--- src/rtl/instruction_dispatcher_pkg.sv ---
// Shared definitions for the instruction dispatcher.
// Holds the field widths and the dispatcher FSM state type.
package instruction_dispatcher_pkg;

    localparam int INSTR_W = 45;
    localparam int DATA_W  = 32;
    localparam int TAG_W   = 8;

    typedef enum logic [2:0] {
        IDLE,
        ISSUE,
        WAIT_BUSY,
        WAIT_DONE,
        CAPTURE
    } state_t;

endpackage

--- src/rtl/instr_fifo.sv ---
// Instruction FIFO: a circular buffer with a registered occupancy count and a
// registered read port.
// Ports:
//   clk, srst              clock, synchronous active-high reset
//   push_valid, push_data  write request; it is ignored while the FIFO is full
//   push_ready             the FIFO is not full (taken from count only)
//   pop                    takes the head entry into pop_data (ignored when empty)
//   pop_data               the last popped entry; it holds until the next pop
//   count                  occupancy 0..DEPTH
module instr_fifo #(
    parameter int DEPTH = 8,
    parameter int WIDTH = 45
) (
    input  logic                       clk,
    input  logic                       srst,
    input  logic                       push_valid,
    input  logic [WIDTH-1:0]           push_data,
    output logic                       push_ready,
    input  logic                       pop,
    output logic [WIDTH-1:0]           pop_data,
    output logic [$clog2(DEPTH+1)-1:0] count
);

    localparam int AW = $clog2(DEPTH);
    localparam int CW = $clog2(DEPTH+1);
    localparam logic [CW-1:0] DEPTH_C = CW'(DEPTH);

    logic [WIDTH-1:0] mem [DEPTH];
    logic [AW-1:0]    wr_ptr_reg;
    logic [AW-1:0]    rd_ptr_reg;
    logic [CW-1:0]    count_reg;
    logic [CW-1:0]    count_next;
    logic [WIDTH-1:0] rd_data_reg;
    logic             do_push;
    logic             do_pop;

    assign push_ready = (count_reg < DEPTH_C);
    assign do_push    = push_valid & push_ready;
    assign do_pop     = pop & (count_reg != '0);
    assign pop_data   = rd_data_reg;
    assign count      = count_reg;

    always_comb begin
        count_next = count_reg;
        case ({do_push, do_pop})
            2'b10:   count_next = count_reg + CW'(1);
            2'b01:   count_next = count_reg - CW'(1);
            default: count_next = count_reg;
        endcase
    end

    // Storage has no reset. A clear count marks every entry as stale.
    always_ff @(posedge clk) begin
        if (do_push) begin
            mem[wr_ptr_reg] <= push_data;
        end
    end

    // DEPTH is a power of two, so the pointers wrap on their own.
    always_ff @(posedge clk) begin
        if (srst) begin
            wr_ptr_reg <= '0;
            rd_ptr_reg <= '0;
            count_reg  <= '0;
        end else begin
            if (do_push) wr_ptr_reg <= wr_ptr_reg + AW'(1);
            if (do_pop)  rd_ptr_reg <= rd_ptr_reg + AW'(1);
            count_reg <= count_next;
        end
    end

    // The head slot is never the write target in the same cycle. It is either
    // already written, or the FIFO is full and the push is refused.
    always_ff @(posedge clk) begin
        if (srst) begin
            rd_data_reg <= '0;
        end else if (do_pop) begin
            rd_data_reg <= mem[rd_ptr_reg];
        end
    end

endmodule

--- src/rtl/instruction_dispatcher.sv ---
// Instruction dispatcher. It buffers host instructions and issues them one at
// a time to a PIM core. It then waits for the core to finish and returns the
// core's read data, tagged with an issue sequence number.
// Ports:
//   clk, rst                 clock, synchronous active-high reset
//   in_valid/in_instr/in_ready   host push interface (FIFO not full)
//   pim_instruction          instruction held for the core from ISSUE onwards
//   pim_operation_enable     one-cycle start strobe (the ISSUE state)
//   pim_ready, pim_data_out  core idle/done flag and core read data
//   res_valid/res_data/res_tag   one-cycle result strobe, data and sequence tag
//   timeout_err              sticky watchdog abort flag
//   idle                     the FSM is in IDLE and the FIFO is empty
module instruction_dispatcher
    import instruction_dispatcher_pkg::*;
#(
    parameter int DEPTH   = 8,
    parameter int TIMEOUT = 255
) (
    input  logic               clk,
    input  logic               rst,
    input  logic               in_valid,
    input  logic [INSTR_W-1:0] in_instr,
    output logic               in_ready,
    output logic [INSTR_W-1:0] pim_instruction,
    output logic               pim_operation_enable,
    input  logic               pim_ready,
    input  logic [DATA_W-1:0]  pim_data_out,
    output logic               res_valid,
    output logic [DATA_W-1:0]  res_data,
    output logic [TAG_W-1:0]   res_tag,
    output logic               timeout_err,
    output logic               idle
);

    localparam logic [7:0] WD_LAST = 8'(TIMEOUT - 1);

    state_t                    state_reg, state_next;
    logic [7:0]                wd_reg, wd_next;
    logic                      busy_seen_reg, busy_seen_next;
    logic [TAG_W-1:0]          seq_reg;
    logic                      res_valid_reg;
    logic [DATA_W-1:0]         res_data_reg;
    logic [TAG_W-1:0]          res_tag_reg;
    logic                      timeout_reg;
    logic                      fifo_pop;
    logic                      capture;
    logic                      abort;
    logic [$clog2(DEPTH+1)-1:0] fifo_count;

    instr_fifo #(
        .DEPTH (DEPTH),
        .WIDTH (INSTR_W)
    ) u_fifo (
        .clk        (clk),
        .srst       (rst),
        .push_valid (in_valid),
        .push_data  (in_instr),
        .push_ready (in_ready),
        .pop        (fifo_pop),
        .pop_data   (pim_instruction),
        .count      (fifo_count)
    );

    always_comb begin
        state_next     = state_reg;
        wd_next        = wd_reg;
        busy_seen_next = busy_seen_reg;
        fifo_pop       = 1'b0;
        capture        = 1'b0;
        abort          = 1'b0;
        unique case (state_reg)
            IDLE: begin
                if ((fifo_count != '0) && pim_ready) begin
                    fifo_pop   = 1'b1;
                    state_next = ISSUE;
                end
            end
            ISSUE: begin
                state_next     = WAIT_BUSY;
                wd_next        = '0;
                busy_seen_next = 1'b0;
            end
            WAIT_BUSY: begin
                wd_next = wd_reg + 8'd1;
                if (!pim_ready) begin
                    state_next = WAIT_DONE;
                end else if (busy_seen_reg) begin
                    // The core never dropped ready, so the operation was single-cycle.
                    state_next = CAPTURE;
                end else begin
                    busy_seen_next = 1'b1;
                end
            end
            WAIT_DONE: begin
                wd_next = wd_reg + 8'd1;
                if (pim_ready) state_next = CAPTURE;
            end
            CAPTURE: begin
                capture    = 1'b1;
                state_next = IDLE;
            end
            default: state_next = IDLE;
        endcase
        // wd_reg counts the wait cycles already spent. The TIMEOUT-th wait
        // cycle aborts unless it completes the operation.
        if (((state_reg == WAIT_BUSY) || (state_reg == WAIT_DONE)) &&
            (state_next != CAPTURE) && (wd_reg == WD_LAST)) begin
            abort      = 1'b1;
            state_next = IDLE;
        end
    end

    always_ff @(posedge clk) begin
        if (rst) begin
            state_reg     <= IDLE;
            wd_reg        <= '0;
            busy_seen_reg <= 1'b0;
            seq_reg       <= '0;
            res_valid_reg <= 1'b0;
            res_data_reg  <= '0;
            res_tag_reg   <= '0;
            timeout_reg   <= 1'b0;
        end else begin
            state_reg     <= state_next;
            wd_reg        <= wd_next;
            busy_seen_reg <= busy_seen_next;
            res_valid_reg <= capture;
            if (capture) begin
                res_data_reg <= pim_data_out;
                res_tag_reg  <= seq_reg;
                seq_reg      <= seq_reg + TAG_W'(1);
            end
            if (abort) timeout_reg <= 1'b1;
        end
    end

    assign pim_operation_enable = (state_reg == ISSUE);
    assign res_valid            = res_valid_reg;
    assign res_data             = res_data_reg;
    assign res_tag              = res_tag_reg;
    assign timeout_err          = timeout_reg;
    assign idle                 = (state_reg == IDLE) && (fifo_count == '0);

endmodule
--- config.mk ---
export PLATFORM = sky130hd
export DESIGN_NAME = instruction_dispatcher
export DESIGN_NICKNAME = d
export VERILOG_FILES = /design/src/rtl/instruction_dispatcher_pkg.sv /design/src/rtl/instr_fifo.sv /design/src/rtl/instruction_dispatcher.sv
export SDC_FILE = /design/constraint.sdc
export NUM_CORES = 1
export LEC_CHECK = 0
export CAP_MARGIN = 40
export CORE_MARGIN = 2
export CORE_UTILIZATION = 38
export DETAILED_ROUTE_END_ITERATION = 8
export GPL_ROUTABILITY_DRIVEN = 1
export PLACE_DENSITY = 0.54
export SLEW_MARGIN = 15
export SYNTH_ARGS = -nofsm -noshare
export SYNTH_HDL_FRONTEND = slang
export SYNTH_SLANG_ARGS = --single-unit
--- constraint.sdc ---
create_clock -name clk -period 12.05 [get_ports clk]
set_clock_uncertainty 0.15 [all_clocks]
set_input_delay 2.41 -clock clk [delete_from_list [all_inputs] [get_ports clk]]
set_output_delay 2.41 -clock clk [all_outputs]
set_load 0.05 [all_outputs]
==> results of run 1 <==
-- layout by cell type (no fill, tap or decap), types with 4 or more instances in the layout --
cell type / Yosys / final
nor2_1: 67 / 61
mux4_2: 90 / 90
o22ai_1: 45 / 45
buf_4: 4 / 16
o21ai_0: 7 / 7
nor2_4: 10 / 16
a21oi_1: 58 / 58
xnor2_1: 4 / 4
ha_1: 8 / 8
edfxtp_1: 360 / 360
bufinv_16: 0 / 5
clkbuf_16: 0 / 52
nand2b_1: 4 / 4
dfxtp_1: 117 / 115
clkinv_2: 0 / 8
nand2_1: 95 / 95
nor3_2: 10 / 12
clkinv_4: 0 / 4
buf_12: 1 / 4
inv_1: 10 / 10
clkbuf_1: 31 / 16
nand3_1: 7 / 7
buf_16: 0 / 7
nand4_1: 5 / 5
xor2_1: 7 / 7
clkbuf_8: 0 / 7
nor3_1: 42 / 40
clkdlybuf4s50_1: 0 / 169
-- layout make-up --
class                      count  area share [%]
clock inverter                21            1.28
tap                          607            3.44
multi-input combinational    489            19.4
inverter                      10           0.170
sequential                   477            59.6
clock buffer                  75            6.61
timing repair buffer         196            9.45
-- worst max-delay path by stage --
stage,cells past startpoint,slack (ns),end,startpoint
2_1_floorplan,3,5.50,u_fifo.mem[0][0]$_DFFE_PP_,in_valid
3_3_place_gp,9,6.92,u_fifo.count[3]$_SDFFE_PP0P_,pim_ready
3_5_place_dp,9,6.88,u_fifo.count[3]$_SDFFE_PP0P_,pim_ready
4_1_cts,3,6.76,idle,u_fifo.count[0]$_SDFFE_PP0P_
5_1_grt,3,6.65,idle,u_fifo.count[0]$_SDFFE_PP0P_
6_report,3,6.81,idle,u_fifo.count[0]$_SDFFE_PP0P_
-- Yosys cell counts, types with 5 or more instances --
library cell | number | area, µm²
buf_2 | 19 | 95.1
inv_1 | 10 | 37.5
o22ai_1 | 45 | 282
edfxtp_1 | 360 | 10800
a21oi_1 | 58 | 290
mux4_2 | 90 | 2030
nor3_2 | 10 | 100
clkbuf_1 | 31 | 116
dfxtp_1 | 117 | 2340
o21ai_0 | 7 | 35.0
nand3_1 | 7 | 35.0
nand2_1 | 95 | 357
xor2_1 | 7 | 61.3
ha_1 | 8 | 100
nor2_1 | 67 | 251
nand4_1 | 5 | 31.3
nor2_4 | 10 | 113
nor3_1 | 42 | 210
-- per-layer routing --
metal  part of all wire [%]  up-vias  routed length, µm
met1                     45     4950              17800
met3                    5.2       55               2050
met4                    1.7        6                690
met5                  0.098        -                 39
met2                     48      216              19100
li1                       -     4415                  -
-- kinds of logic (layout without fill, tap and decap cells) --
family / count (synthesis) / after routing / share of synthesized area [%]
flip-flops: 477 / 477 / 74.2
AND/OR/NAND/NOR: 260 / 260 / 7.33
AO/OA/AOI/OAI: 118 / 118 / 3.78
multiplexers: 91 / 91 / 11.5
buffers and inverters: 72 / 302 / 1.96
XOR/XNOR: 11 / 11 / 0.544
adder cells (fa/ha/maj): 9 / 9 / 0.678
-- metrics by stage --
stage,total power (W),hold WS (ns)
after global placement,0.00319,0.292
after floorplan,0.00285,0.294
after detailed placement,0.00322,0.297
after global routing,0.00497,0.318
final,0.00476,0.304
after CTS,0.00482,0.305
-- worst reg2reg max path, delay by kind of cell (launching register included) --
family / cells / cell delay [ns]
and+or+nand+nor: 3 / 1.27
adders and majority gates: 2 / 0.55
AOI/OAI and AO/OA: 3 / 0.44
DFF: 1 / 0.35
-- power breakdown --
part,internal [W],switching [W]
logic,0.000466,0.000685
registers,0.00191,0.000105
clock network,0.000953,0.000644
==> flow_summary.toml, run 1 <==
[run_status]
status = "complete, no violations"

[worst_setup_path]
cp-end-kind = "output pin"
critPathKind = "flip-flop to output pin"
timing.rr.end = "u_fifo.count[3]$_SDFFE_PP0P_"
crit_family = "buffers and inverters"
crit_path_top_delay_cell = "clkdlybuf4s50_1"
crit_path_max_fanout = 6
reg2reg_setup_slack_ns = 9.22
crit_chain = "or4_4 -> nor4_1 -> clkdlybuf4s50_1"
max_stage_delay_ns = 0.88
path_buf_inv = 1
reg2reg_from = "u_fifo.count[0]$_SDFFE_PP0P_"
worstPathArrival_ns = 2.68
critical_path_required_ns = 9.49
rr_worst_depth = 8
cp-start-kind = "flip-flop"

[placement]
dp_cells = 1778
pre_cts_ws_ns = 6.88
placed_cell_area_mm2 = 0.0203
post-dp-hpwl_um = 21500
io_buffers = 170
gp_routability_congestion = 0.725

[drt]
routed_wirelength_um = 39600
ant_nets = 0
drt-wirelength-per-cell_um = 21.1
via_count = 9642
vias_per_cell = 5.14
drc = 0
first_pass_iters = 4
drt_iter0_markers = 615

[timing]
rsz0062_at_grt = "false"
fin_crit_sh_pct = 43.4
final-setup-viol-count = 0
setup_tns_ns = 0
hold_viol = 0
fin_crit_ns = 5.24
fin_ws_ns = 6.81
worstMarginPinSlew_ns = 0.823
drv_slew = 0
max_freq_mhz = 191
worst_slew_margin_rel_pct = 45.1

[yosys]
postSynthAreaPerCell_um2 = 17.1
yosysSeqAreaShare_pct = 74.2
synth_edf_count = 360
synthArstFlopShare_pct = 0
yosysWarnings = 0
netlist_area_mm2 = 0.0177
synthFlopType = "edfxtp_1"
synthCells = 1038
syn-num-nets = 1128
synth_seq_cells = 477
synth.distinct_cells = 49

[floorplan]
core_area_mm2 = 0.0463
rows = 79
die_y_um = 220
die_area_mm2 = 0.0484
ios = 171
initial_utilization_pct = 38.3
die_w_um = 220

[final_layout]
largest_register_ffs = 360
final_cells = 1875
final_layout_size_suffix_gt1_share_pct = 18.4
seqCellArea_mm2 = 0.0132
fin_util_pct = 47.7
stdcell_area_mm2 = 0.0221
area_growth_pct = 24.5
multi_input_area_mm2 = 0.00429
final_nets = 1315
n_antenna_cell = 0
fillers = 4001

[power]
power_density_mw_per_mm2 = 216
peakVddDrop_uv = 158
p_leak_nw = 6.99

[clock_tree]
cts_resized = 0
ctsRootBufferMaster = "clkbuf_16"
insertion_delay_ns = 0.59
clkTransAtPathRegs_ns = 0.06
cts_buffer_depth = 3
h-tree-depth = 2
cts_tree = "built"
cts_buffers = 51
clock-sinks = 477
hold_buffers = 0
post_cts_buffers = 0

[global_routing]
gr-total-overflow = 0
grt_pass1_vias = 9787
met1_usage_pct = 22.3
grt_max_degree = 57
globalRouteMet3Util_pct = 3.19
grt_usage_pct = 16.5
grt_pass1_wl_um = 59200
use_met2_pct = 27.1
antenna_found_initial = 3
top_usage_layer = "met2"

[min_path]
hold_end = "res_data[11]$_SDFFE_PP0P_"
min_delay_path_depth = 2
hold_start = "res_data[11]$_SDFFE_PP0P_"
hold_class = "flip-flop to flip-flop"

[job]
maxCapViolCount = 0
(Power assumes the default switching activity.)
==> run 2, diff against run 1 <==
--- a/config.mk
+++ b/config.mk
@@ -10,7 +10,7 @@
 export CORE_UTILIZATION = 38
 export DETAILED_ROUTE_END_ITERATION = 8
 export GPL_ROUTABILITY_DRIVEN = 1
-export PLACE_DENSITY = 0.54
+export PLACE_DENSITY = 0.56
 export SLEW_MARGIN = 15
 export SYNTH_ARGS = -nofsm -noshare
 export SYNTH_HDL_FRONTEND = slang
==> constraint.sdc (replaced) <==
create_clock -name clk -period 4.55 [get_ports clk]
set_clock_uncertainty 0.15 [all_clocks]
set_input_delay 0.91 -clock clk [delete_from_list [all_inputs] [get_ports clk]]
set_output_delay 0.91 -clock clk [all_outputs]
set_load 0.05 [all_outputs]
==> run 2 against run 1 <==
Net effect: via count decreased by 0.52%; sequential power increased to 2.7 times the previous value; critical path type unchanged; worst hold slack got worse by 0.0011 ns; critical endpoint unchanged; die area unchanged; clock power increased by 150%; first-iteration DRC count decreased by 16%; non-clock buffer count unchanged; highest routed layer unchanged; largest cell class unchanged; core utilization decreased by 0.37 points; register-to-register slack got worse by 7.5 ns.
==> flow_summary.toml, run 2 (same netlist as run 1, synthesis figures left out) <==
[clock_tree]
clock-sinks = 477
cts_buffers = 50
cts_tree = "built"
ctsRootBufferMaster = "clkbuf_16"
h-tree-depth = 2
cts_resized = 0
clkTransAtPathRegs_ns = 0.06
post_cts_buffers = 0
hold_buffers = 0
insertion_delay_ns = 0.58
cts_buffer_depth = 3

[global_routing]
grt_usage_pct = 16.1
gr-total-overflow = 0
grt_max_degree = 54
grt_pass1_vias = 9667
antenna_found_initial = 5
grt_pass1_wl_um = 58400

[final_layout]
fillers = 4006
area_growth_pct = 23.5
largest_register_ffs = 360
final_cell_mix = "edfxtp_1, clkdlybuf4s50_1, dfxtp_1, nand2_1, mux4_2"
final_common_cell = "edfxtp_1"
final_layout_size_suffix_gt1_share_pct = 18.1
final_nets = 1314
seqCellArea_mm2 = 0.0132
multi_input_area_mm2 = 0.00430

[timing]
holdWs_ns = 0.303
fin_ws_ns = 0.834
drv_slew = 0
max_freq_mhz = 269
fin_crit_ns = 3.72
final-setup-viol-count = 0
rsz0062_at_grt = "false"
fin_crit_sh_pct = 81.7
worst_slew_margin_rel_pct = 49.4
worstMarginPinSlew_ns = 0.758
setup_tns_ns = 0
hold_viol = 0

[placement]
pre_cts_ws_ns = 0.927
post-dp-hpwl_um = 21600
io_buffers = 170
gp_routability_congestion = 0.706

[floorplan]
ios = 171
die_w_um = 220
initial_utilization_pct = 38.3
rows = 79
die_y_um = 220
die_area_mm2 = 0.0484
core_area_mm2 = 0.0463

[worst_setup_path]
crit_path_max_fanout = 6
cp-end-kind = "output pin"
critical_path_required_ns = 3.49
cp-start-kind = "flip-flop"
worstPathArrival_ns = 2.66
critPathKind = "flip-flop to output pin"

[drt]
vias_per_cell = 5.12
drt_iter0_markers = 514
drc = 0
routed_wirelength_um = 39000
via_count = 9592
first_pass_iters = 4
drt-wirelength-per-cell_um = 20.8
ant_nets = 0

[power]
peakVddDrop_uv = 322
p_total_w = 0.0123
power_density_mw_per_mm2 = 564
p_leak_nw = 6.90

[job]
maxCapViolCount = 0

[min_path]
hold_class = "flip-flop to flip-flop"

[run_status]
status = "complete, no violations"
run 2: changes by cell type in the layout (fill, tap and decap cells not counted), moves of 3 or more:
cell / previous run / this run
clkinv_1: 2 / 6
buf_16: 7 / 3
clkinv_2: 8 / 12
clkinv_4: 4 / 1
run 2: through the flow:
stage | instance area, µm² | cells | util [%]
floorplan | 17700 | 1038 | -
global placement | 20200 | 1776 | 43.7
detailed placement | 20300 | 1779 | 43.8
CTS | 21900 | 1873 | 47.3
global route | 21900 | 1873 | 47.3
finish | 21900 | 1874 | 47.3
run 2: path summary, 6_finish.rpt:
| kind | from | to | slack [ns] | depth (start not counted) |
|---|---|---|---|---|
| setup / recovery | u_fifo.count[0]$_SDFFE_PP0P_ | idle | 0.83 | 3 |
| setup reg to reg | u_fifo.count[0]$_SDFFE_PP0P_ | u_fifo.count[3]$_SDFFE_PP0P_ | 1.75 | 8 |
| hold reg to reg | res_data[28]$_SDFFE_PP0P_ | res_data[28]$_SDFFE_PP0P_ | 0.30 | 2 |
| hold / removal | res_data[28]$_SDFFE_PP0P_ | res_data[28]$_SDFFE_PP0P_ | 0.30 | 2 |
run 2: routing by layer:
layer	wire, µm	GRT usage [%]
met3	2270	4.21
met4	761	4.41
met1	16700	20.7
met2	19200	27.2
met5	49	0
run 2: power by group:
| group | internal, W | switching, W | leakage (nW) | total, W |
|---|---|---|---|---|
| combinational | 0.00123 | 0.00181 | 1.88 | 0.00303 |
| clock | 0.00232 | 0.00165 | 0.798 | 0.00397 |
| sequential | 0.00505 | 0.000291 | 4.22 | 0.00534 |
| total | 0.00859 | 0.00375 | 6.90 | 0.0123 |
run 2: worst max-delay path: stages, from the launching register on:
cell and delay (ns):
dfxtp_1 0.35, or4_4 0.62, nor4_1 0.22, clkdlybuf4s50_1 0.89
run 2: cell type report:
type | instances | share of cell area, %
repair buffers | 196 | 9.27
inverters | 10 | 0.171
multi-input cells | 489 | 19.6
well taps | 607 | 3.47
flip-flops and latches | 477 | 60.1
clock inverters | 24 | 0.960
clock buffers | 70 | 6.38
diodes | 1 | 0.0114
